[src/rtl/mem_port_arbiter_if.sv]
// Requester and memory-side signals of the two-port memory arbiter.
// The slave modport is the arbiter; the master modport is the requesters plus the memory.
interface mem_port_arbiter_if #(
   parameter int word_size = 8,
   parameter int addr_size = 8
);
   logic                 f_req;
   logic                 f_we;
   logic [addr_size-1:0] f_addr;
   logic [word_size-1:0] f_wdata;
   logic                 f_gnt;
   logic                 f_ack;
   logic [word_size-1:0] f_rdata;

   logic                 d_req;
   logic                 d_we;
   logic [addr_size-1:0] d_addr;
   logic [word_size-1:0] d_wdata;
   logic                 d_gnt;
   logic                 d_ack;
   logic [word_size-1:0] d_rdata;

   logic [addr_size-1:0] mem_address;
   logic [word_size-1:0] mem_data_in;
   logic                 mem_write;
   logic [word_size-1:0] mem_data_out;

   modport slave (
      input  f_req, f_we, f_addr, f_wdata,
      output f_gnt, f_ack, f_rdata,
      input  d_req, d_we, d_addr, d_wdata,
      output d_gnt, d_ack, d_rdata,
      output mem_address, mem_data_in, mem_write,
      input  mem_data_out
   );

   modport master (
      output f_req, f_we, f_addr, f_wdata,
      input  f_gnt, f_ack, f_rdata,
      output d_req, d_we, d_addr, d_wdata,
      input  d_gnt, d_ack, d_rdata,
      input  mem_address, mem_data_in, mem_write,
      output mem_data_out
   );
endinterface

[src/rtl/mem_port_arbiter.sv]
// Round-robin arbiter/sequencer sharing one synchronous single-port memory between
// fetch (F) and load/store (D). One access every three cycles: ISSUE, WAIT, DONE.
module mem_port_arbiter #(
   parameter int word_size = 8,
   parameter int addr_size = 8
) (
   input  logic               clk,
   input  logic               rst_n,
   mem_port_arbiter_if.slave  bus
);
   typedef enum logic [1:0] {IDLE, ISSUE, WAIT, DONE} state_t;

   state_t               state_q;
   logic                 winner_q;   // 1 = D; doubles as last_grant
   logic                 cmd_we_q;
   logic [addr_size-1:0] mem_address_q;
   logic [word_size-1:0] mem_data_in_q;
   logic                 mem_write_q;
   logic                 f_gnt_q, d_gnt_q, f_ack_q, d_ack_q;
   logic [word_size-1:0] f_rdata_q, d_rdata_q;

   logic                 any_req;
   logic                 winner_d;
   logic                 cmd_we_d;
   logic [addr_size-1:0] cmd_addr_d;
   logic [word_size-1:0] cmd_wdata_d;

   // NOTE: every signal gets a default at the top of always_comb so no path leaves it unassigned (no latch).
   always_comb begin
      any_req     = bus.f_req | bus.d_req;
      winner_d    = bus.d_req & (~bus.f_req | ~winner_q);
      cmd_we_d    = bus.f_we;
      cmd_addr_d  = bus.f_addr;
      cmd_wdata_d = bus.f_wdata;
      if (winner_d) begin
         cmd_we_d    = bus.d_we;
         cmd_addr_d  = bus.d_addr;
         cmd_wdata_d = bus.d_wdata;
      end
   end

   // NOTE: state is updated with non-blocking assignments so all registers see pre-edge values.
   // The async clear also drops mem_write the moment rst_n falls, so an in-flight write never lands.
   always_ff @(posedge clk or negedge rst_n) begin
      if (!rst_n) begin
         state_q       <= IDLE;
         winner_q      <= 1'b1;
         cmd_we_q      <= 1'b0;
         mem_address_q <= '0;
         mem_data_in_q <= '0;
         mem_write_q   <= 1'b0;
         f_gnt_q       <= 1'b0;
         d_gnt_q       <= 1'b0;
         f_ack_q       <= 1'b0;
         d_ack_q       <= 1'b0;
         f_rdata_q     <= '0;
         d_rdata_q     <= '0;
      end else begin
         mem_write_q <= 1'b0;
         f_gnt_q     <= 1'b0;
         d_gnt_q     <= 1'b0;
         f_ack_q     <= 1'b0;
         d_ack_q     <= 1'b0;
         case (state_q)
            IDLE, DONE: begin
               if (any_req) begin
                  state_q       <= ISSUE;
                  winner_q      <= winner_d;
                  cmd_we_q      <= cmd_we_d;
                  mem_address_q <= cmd_addr_d;
                  mem_data_in_q <= cmd_wdata_d;
                  mem_write_q   <= cmd_we_d;
                  f_gnt_q       <= ~winner_d;
                  d_gnt_q       <= winner_d;
               end else begin
                  state_q <= IDLE;
               end
            end
            ISSUE: state_q <= WAIT;
            WAIT: begin
               state_q <= DONE;
               f_ack_q <= ~winner_q;
               d_ack_q <= winner_q;
               if (!cmd_we_q) begin
                  if (winner_q) d_rdata_q <= bus.mem_data_out;
                  else          f_rdata_q <= bus.mem_data_out;
               end
            end
            default: state_q <= IDLE;
         endcase
      end
   end

   assign bus.f_gnt       = f_gnt_q;
   assign bus.d_gnt       = d_gnt_q;
   assign bus.f_ack       = f_ack_q;
   assign bus.d_ack       = d_ack_q;
   assign bus.f_rdata     = f_rdata_q;
   assign bus.d_rdata     = d_rdata_q;
   assign bus.mem_address = mem_address_q;
   assign bus.mem_data_in = mem_data_in_q;
   assign bus.mem_write   = mem_write_q;
endmodule

[src/flat_wrapper.sv]
// flat-port wrapper written by rule: the top's interface ports become plain ports
module mem_port_arbiter_flat 
#(
   parameter int word_size = 8,
   parameter int addr_size = 8
)
  (clk, rst_n, bus_f_req, bus_f_we, bus_f_addr, bus_f_wdata, bus_f_gnt, bus_f_ack, bus_f_rdata, bus_d_req, bus_d_we, bus_d_addr, bus_d_wdata, bus_d_gnt, bus_d_ack, bus_d_rdata, bus_mem_address, bus_mem_data_in, bus_mem_write, bus_mem_data_out);
  mem_port_arbiter_if #(.word_size(word_size), .addr_size(addr_size)) bus_i ();
  input  logic clk;
  input  logic rst_n;
  input wire logic [$bits(bus_i.f_req)-1:0] bus_f_req;
  input wire logic [$bits(bus_i.f_we)-1:0] bus_f_we;
  input wire logic [$bits(bus_i.f_addr)-1:0] bus_f_addr;
  input wire logic [$bits(bus_i.f_wdata)-1:0] bus_f_wdata;
  output wire logic [$bits(bus_i.f_gnt)-1:0] bus_f_gnt;
  output wire logic [$bits(bus_i.f_ack)-1:0] bus_f_ack;
  output wire logic [$bits(bus_i.f_rdata)-1:0] bus_f_rdata;
  input wire logic [$bits(bus_i.d_req)-1:0] bus_d_req;
  input wire logic [$bits(bus_i.d_we)-1:0] bus_d_we;
  input wire logic [$bits(bus_i.d_addr)-1:0] bus_d_addr;
  input wire logic [$bits(bus_i.d_wdata)-1:0] bus_d_wdata;
  output wire logic [$bits(bus_i.d_gnt)-1:0] bus_d_gnt;
  output wire logic [$bits(bus_i.d_ack)-1:0] bus_d_ack;
  output wire logic [$bits(bus_i.d_rdata)-1:0] bus_d_rdata;
  output wire logic [$bits(bus_i.mem_address)-1:0] bus_mem_address;
  output wire logic [$bits(bus_i.mem_data_in)-1:0] bus_mem_data_in;
  output wire logic [$bits(bus_i.mem_write)-1:0] bus_mem_write;
  input wire logic [$bits(bus_i.mem_data_out)-1:0] bus_mem_data_out;
  assign bus_i.f_req = bus_f_req;
  assign bus_i.f_we = bus_f_we;
  assign bus_i.f_addr = bus_f_addr;
  assign bus_i.f_wdata = bus_f_wdata;
  assign bus_f_gnt = bus_i.f_gnt;
  assign bus_f_ack = bus_i.f_ack;
  assign bus_f_rdata = bus_i.f_rdata;
  assign bus_i.d_req = bus_d_req;
  assign bus_i.d_we = bus_d_we;
  assign bus_i.d_addr = bus_d_addr;
  assign bus_i.d_wdata = bus_d_wdata;
  assign bus_d_gnt = bus_i.d_gnt;
  assign bus_d_ack = bus_i.d_ack;
  assign bus_d_rdata = bus_i.d_rdata;
  assign bus_mem_address = bus_i.mem_address;
  assign bus_mem_data_in = bus_i.mem_data_in;
  assign bus_mem_write = bus_i.mem_write;
  assign bus_i.mem_data_out = bus_mem_data_out;
  mem_port_arbiter #(.word_size(word_size), .addr_size(addr_size)) u_core (.clk(clk), .rst_n(rst_n), .bus(bus_i));
endmodule
[config.mk]
export PLATFORM = sky130hd
export DESIGN_NAME = mem_port_arbiter_flat
export DESIGN_NICKNAME = d
export VERILOG_FILES = /design/src/rtl/mem_port_arbiter_if.sv /design/src/rtl/mem_port_arbiter.sv /design/src/flat_wrapper.sv
export SDC_FILE = /design/constraint.sdc
export NUM_CORES = 1
export LEC_CHECK = 0
export ABC_AREA = 1
export BUFFER_PORTS_ARGS = -buffer_cell sky130_fd_sc_hd__buf_4
export CAP_MARGIN = 20
export CORE_UTILIZATION = 45
export DETAILED_ROUTE_END_ITERATION = 8
export PLACE_DENSITY = 0.77
export SLEW_MARGIN = 20
export SYNTH_ARGS = -nofsm -noshare
export SYNTH_HDL_FRONTEND = slang
export SYNTH_SLANG_ARGS = --single-unit
[constraint.sdc]
create_clock -name clk -period 2.5 [get_ports clk]
set_input_delay 0.25 -clock clk [delete_from_list [all_inputs] [get_ports clk]]
set_output_delay 0.25 -clock clk [all_outputs]
set_load 0.02 [all_outputs]
### Word-level counts from Yosys, hierarchy flattened

Cells that the tools add are included.

| storage, ports and cells | value |
|---|---|
| word-level logic and storage cells | 40 |
| input port bits | 46 |
| register bits after elaboration | 41 |
| output and inout bits | 37 |

| cells by class | value |
|---|---|
| mux-type cells | 13 |
| bitwise gates (word level) | 7 |
| equality and inequality tests | 3 |
| reduce and logical (&&, ||, !) cells | 5 |

Operators by type and width:

| cell | number |
|---|---|
| two-way mux 8 bit | 2 |
| two-way mux 1 bit | 10 |
| one-hot mux 2 bit (3 select lines) | 1 |
| AND reduction 3 bit | 2 |
| == test 2 bit (second input constant) | 2 |
| NOT 1 bit | 4 |
| == test 2 x 1 -> 1 bit (second input constant) | 1 |
| logical NOT 2 bit | 1 |
| OR 1 bit | 2 |
| AND reduction 2 bit | 1 |
| OR reduction 2 bit | 1 |
| bitwise AND 1 bit | 1 |

### Depth between registers and ports, before layout

| logic depth | value |
|---|---|
| depth in word-level cells | 6 |
| depth in mapped cells | 8 |
| depth with buffers taken out | 7 |

### Least setup slack after synthesis

OpenSTA, ideal clock, no wires.

| path | value |
|---|---|
| path type | flip-flop to flip-flop |
| from | reg u_core.state_q[0] |
| to | reg u_core.state_q[0] |
| required time | 2.370 ns |
| arrival | 1.116 ns |
| setup slack | 1.254 ns |
| cell stages (with the launch flop) | 7 |
| path through | dfrtp_1 -> inv_1 -> ha_1 -> buf_4 -> o21ai_2 -> buf_2 -> o21ai_0 |

| on the way | value |
|---|---|
| longest elaborated chain between the ends | 3 |

RTL lines:

| item | line | source |
|---|---|---|
| start, declared | mem_port_arbiter.sv:13 | `state_t state_q;` |
| start signal, assigned | mem_port_arbiter.sv:46 | `state_q <= IDLE;` |
| start signal, assigned | mem_port_arbiter.sv:67 | `state_q <= ISSUE;` |
| start signal, assigned | mem_port_arbiter.sv:76 | `state_q <= IDLE;` |
| == test 2 bit / logical NOT 2 bit (equally long branches) | mem_port_arbiter.sv:64 | `case (state_q)` |
| OR reduction 2 bit | mem_port_arbiter.sv:64 |  |
| one-hot mux 2 bit (3 select lines) (*) | mem_port_arbiter.sv:64 |  |

Mark *: on every way between the ends. The rest lies on a longest branch, timed or not.
A chain may end at the register's enable or synchronous reset.

### Final worst setup path

Ends and elaborated chain as after synthesis.

==> impl_metrics.py <==
metrics = {
    "critical_path": {
        "path_class": "flop to flop",
        "worstPathMaxFanout": 21,
        "cp.required_ns": 2.62,
        "worstRegToRegCells": 5,
        "r2r_slack_ns": 0.92,
        "crit_path_end": "u_core.state_q[0]$_DFF_PN0_",
        "end_kind": "flop",
        "reg2reg_to": "u_core.state_q[0]$_DFF_PN0_",
        "r2r-start": "u_core.state_q[0]$_DFF_PN0_",
        "cp-start-kind": "flop",
        "cp-startpoint": "u_core.state_q[0]$_DFF_PN0_",
        "critPathArrivalTime_ns": 1.70,
    },
    "timing": {
        "tns_ns": 0,
        "setup_viol": 0,
        "rsz0062_at_grt": "false",
        "maxSlewViolCount": 0,
        "timing.final.hold_violations": 0,
        "worst_slew_pin_slew_ns": 0.857,
        "period_needed_ns": 1.58,
        "finClkSkew_ns": 0.00471,
        "fin_crit_sh_pct": 63.4,
        "timing.fmax_ghz": 0.631,
        "max_slew_margin_pct": 42.9,
        "worst_slack_ns": 0.915,
    },
    "placement": {
        "pre_cts_slack_ns": 0.942,
        "gp_congestion": 0.796,
        "io_buffers": 82,
        "hpwl_mm": 2.99,
        "dpl_cell_area_um2": 2420,
    },
    "routing": {
        "wl_mm": 4.20,
        "wire_per_inst_um": 13.5,
        "ant_nets": 0,
        "dr.pass1.iters": 4,
        "vias": 1578,
        "via_per_inst": 5.09,
        "drtIter0Drc": 87,
        "drc": 0,
    },
    "cts": {
        "post_cts_buffers": 0,
        "clkLatencyLatePin_ns": 0.28,
        "cts_tree": "yes",
        "cts-root-buf": "clkbuf_8",
        "clk_pin_slew_worst_paths_ns": 0.08,
        "ctsHtreeMaxLevel": 2,
        "cts_buffer_depth": 2,
        "cts-buffers-inserted": 5,
        "cts.sinks": 41,
    },
    "outcome": {
        "status": "complete, no violations",
    },
    "pwr": {
        "power_density_nw_per_um2": 1420,
        "power.leakage_nw": 1.32,
        "power_w": 0.00362,
        "ir_worst_vdd_v": 0.000686,
    },
    "floorplan": {
        "die_h_um": 65.7,
        "die_x_um": 65.7,
        "start_util_pct": 48.4,
        "core_area_um2": 3770,
        "num_io_pins": 83,
        "placementRows": 22,
        "die-area_um2": 4310,
    },
    "global_routing": {
        "grt_pass1_wl_mm": 6.89,
        "grt_pass1_vias": 1498,
        "grt_antenna_before_repair": 0,
        "grt_max_degree": 42,
        "overflow": 0,
        "groute.usage.overall_pct": 21.5,
    },
    "synthesis": {
        "synth_edf_count": 0,
        "async_flop_share_pct": 100,
        "ys_ff_latch": 41,
        "synthFlopType": "dfrtp_1",
        "yosysWarnings": 0,
        "synth_cells": 181,
        "syn_nets": 228,
        "synth_cell_types": 21,
        "syn_area_um2": 1820,
        "ys_seq_area_share_pct": 56.3,
        "avgSynthCellArea_um2": 10.1,
    },
    "final_layout": {
        "layout.nets": 308,
        "area_delta_synth_final_pct": 39.4,
        "drive_above_1_share_pct": 43.5,
        "final_area_um2": 2540,
        "diodes": 0,
    },
    "job": {
        "max_cap_viol_count": 0,
    },
    "min_path": {
        "hold_path_class": "input pin to flop",
    },
}
==> sequential cells by signal (all words and copies together) (netlist names), 2 cells and up <==
register	flops
u_core.state_q	2
u_core.bus.mem_address	8
u_core.bus.f_rdata	8
u_core.bus.d_rdata	8
u_core.bus.mem_data_in	8
==> cell families after synthesis <==
logic type               count (synthesis)  synth area share (%)
AND/OR/NAND/NOR                         95                  26.7
flip-flops                              41                  56.3
buffers and inverters                   24                  7.68
AO/OA/AOI/OAI                           20                  8.57
adder cells (fa/ha/maj)                  1                 0.686
==> layout by cell type (no fill, tap or decap) <==
| master | count |
|---|---|
| buf_4 | 83 |
| dfrtp_1 | 40 |
| nand2_1 | 36 |
| nand3_1 | 34 |
| nand4_1 | 17 |
| o21ai_2 | 15 |
| inv_1 | 12 |
| clkbuf_8 | 6 |
| o21ai_0 | 2 |
| nor2_2 | 2 |
| nand2_4 | 2 |
| o21ai_1 | 2 |
| inv_2 | 1 |
| nand2_8 | 1 |
| nor2_1 | 1 |
| a21oi_1 | 1 |
| nor2_4 | 1 |
| nand2_2 | 1 |
| ha_1 | 1 |
| bufinv_16 | 1 |
| clkbuf_1 | 1 |
| dlygate4sd3_1 | 1 |
| dfstp_2 | 1 |
==> critical path, stage by stage, from the launching register on <==
cell	delay, ns
dfrtp_1	0.33
inv_1	0.04
ha_1	0.29
buf_4	0.21
o21ai_2	0.35
o21ai_0	0.20
==> metal layers <==
| metal | wire (um) | global-route usage (%) |
|---|---|---|
| met5 | 0 | 0 |
| met4 | 73 | 9.78 |
| met3 | 184 | 3.99 |
| met2 | 2190 | 35.2 |
| met1 | 1750 | 27.5 |
==> synth_stat cells (2+ instances only) <==
cell | n | area (um^2)
dfrtp_1 | 40 | 1000
nand2_1 | 36 | 135
nand3_1 | 34 | 170
nand4_1 | 17 | 106
o21ai_2 | 15 | 131
inv_1 | 12 | 45.0
buf_6 | 5 | 56.3
buf_2 | 4 | 20.0
buf_4 | 2 | 15.0
nand2_4 | 2 | 22.5
nor2_2 | 2 | 12.5
o21ai_0 | 2 | 10.0
o21ai_1 | 2 | 10.0
==> worst min-delay path by stage <==
stage,from,endpoint,cells after the start
floorplan,rst_n,u_core.bus.d_ack$_DFF_PN0_,0
global placement,rst_n,u_core.bus.mem_address[6]$_DFFE_PN0P_,1
detailed placement,rst_n,u_core.bus.mem_address[7]$_DFFE_PN0P_,1
CTS,bus_f_addr[3],u_core.bus.mem_address[3]$_DFFE_PN0P_,3
global route,bus_f_wdata[3],u_core.bus.mem_data_in[3]$_DFFE_PN0P_,3
finish,bus_f_addr[3],u_core.bus.mem_address[3]$_DFFE_PN0P_,3
==> through the flow <==
stage / hold slack, ns / cells / util, %
detailed placement: 0.258 / 301 / 64.1
global placement: 0.260 / 301 / 64.1
global route: 0.197 / 310 / 67.4
CTS: 0.190 / 310 / 67.4
finish: 0.194 / 310 / 67.4
floorplan: -0.0456 / 181 / -
==> report_power, final <==
group          leakage [nW]  internal, W  switching, W  total [W]
Clock                0.0585     0.000325      0.000213   0.000538
Combinational         0.762     0.000745       0.00115    0.00190
Sequential            0.501      0.00101      0.000173    0.00118
==> cell type report <==
cell class              count  area (um^2)
clock buffers               7         86.3
clock inverters             1         30.0
fillers                   318         1230
inverters                  13         48.8
multi-input cells         116          657
flip-flops and latches     41         1030
well taps                  48         60.1
repair buffers             84          633
==> what timing repair did <==
action,CTS,global route
gates resized for setup,0,0
hold buffers,1,0
endpoints found under the hold margin,40,0
Power figures use the tool's default switching activity.
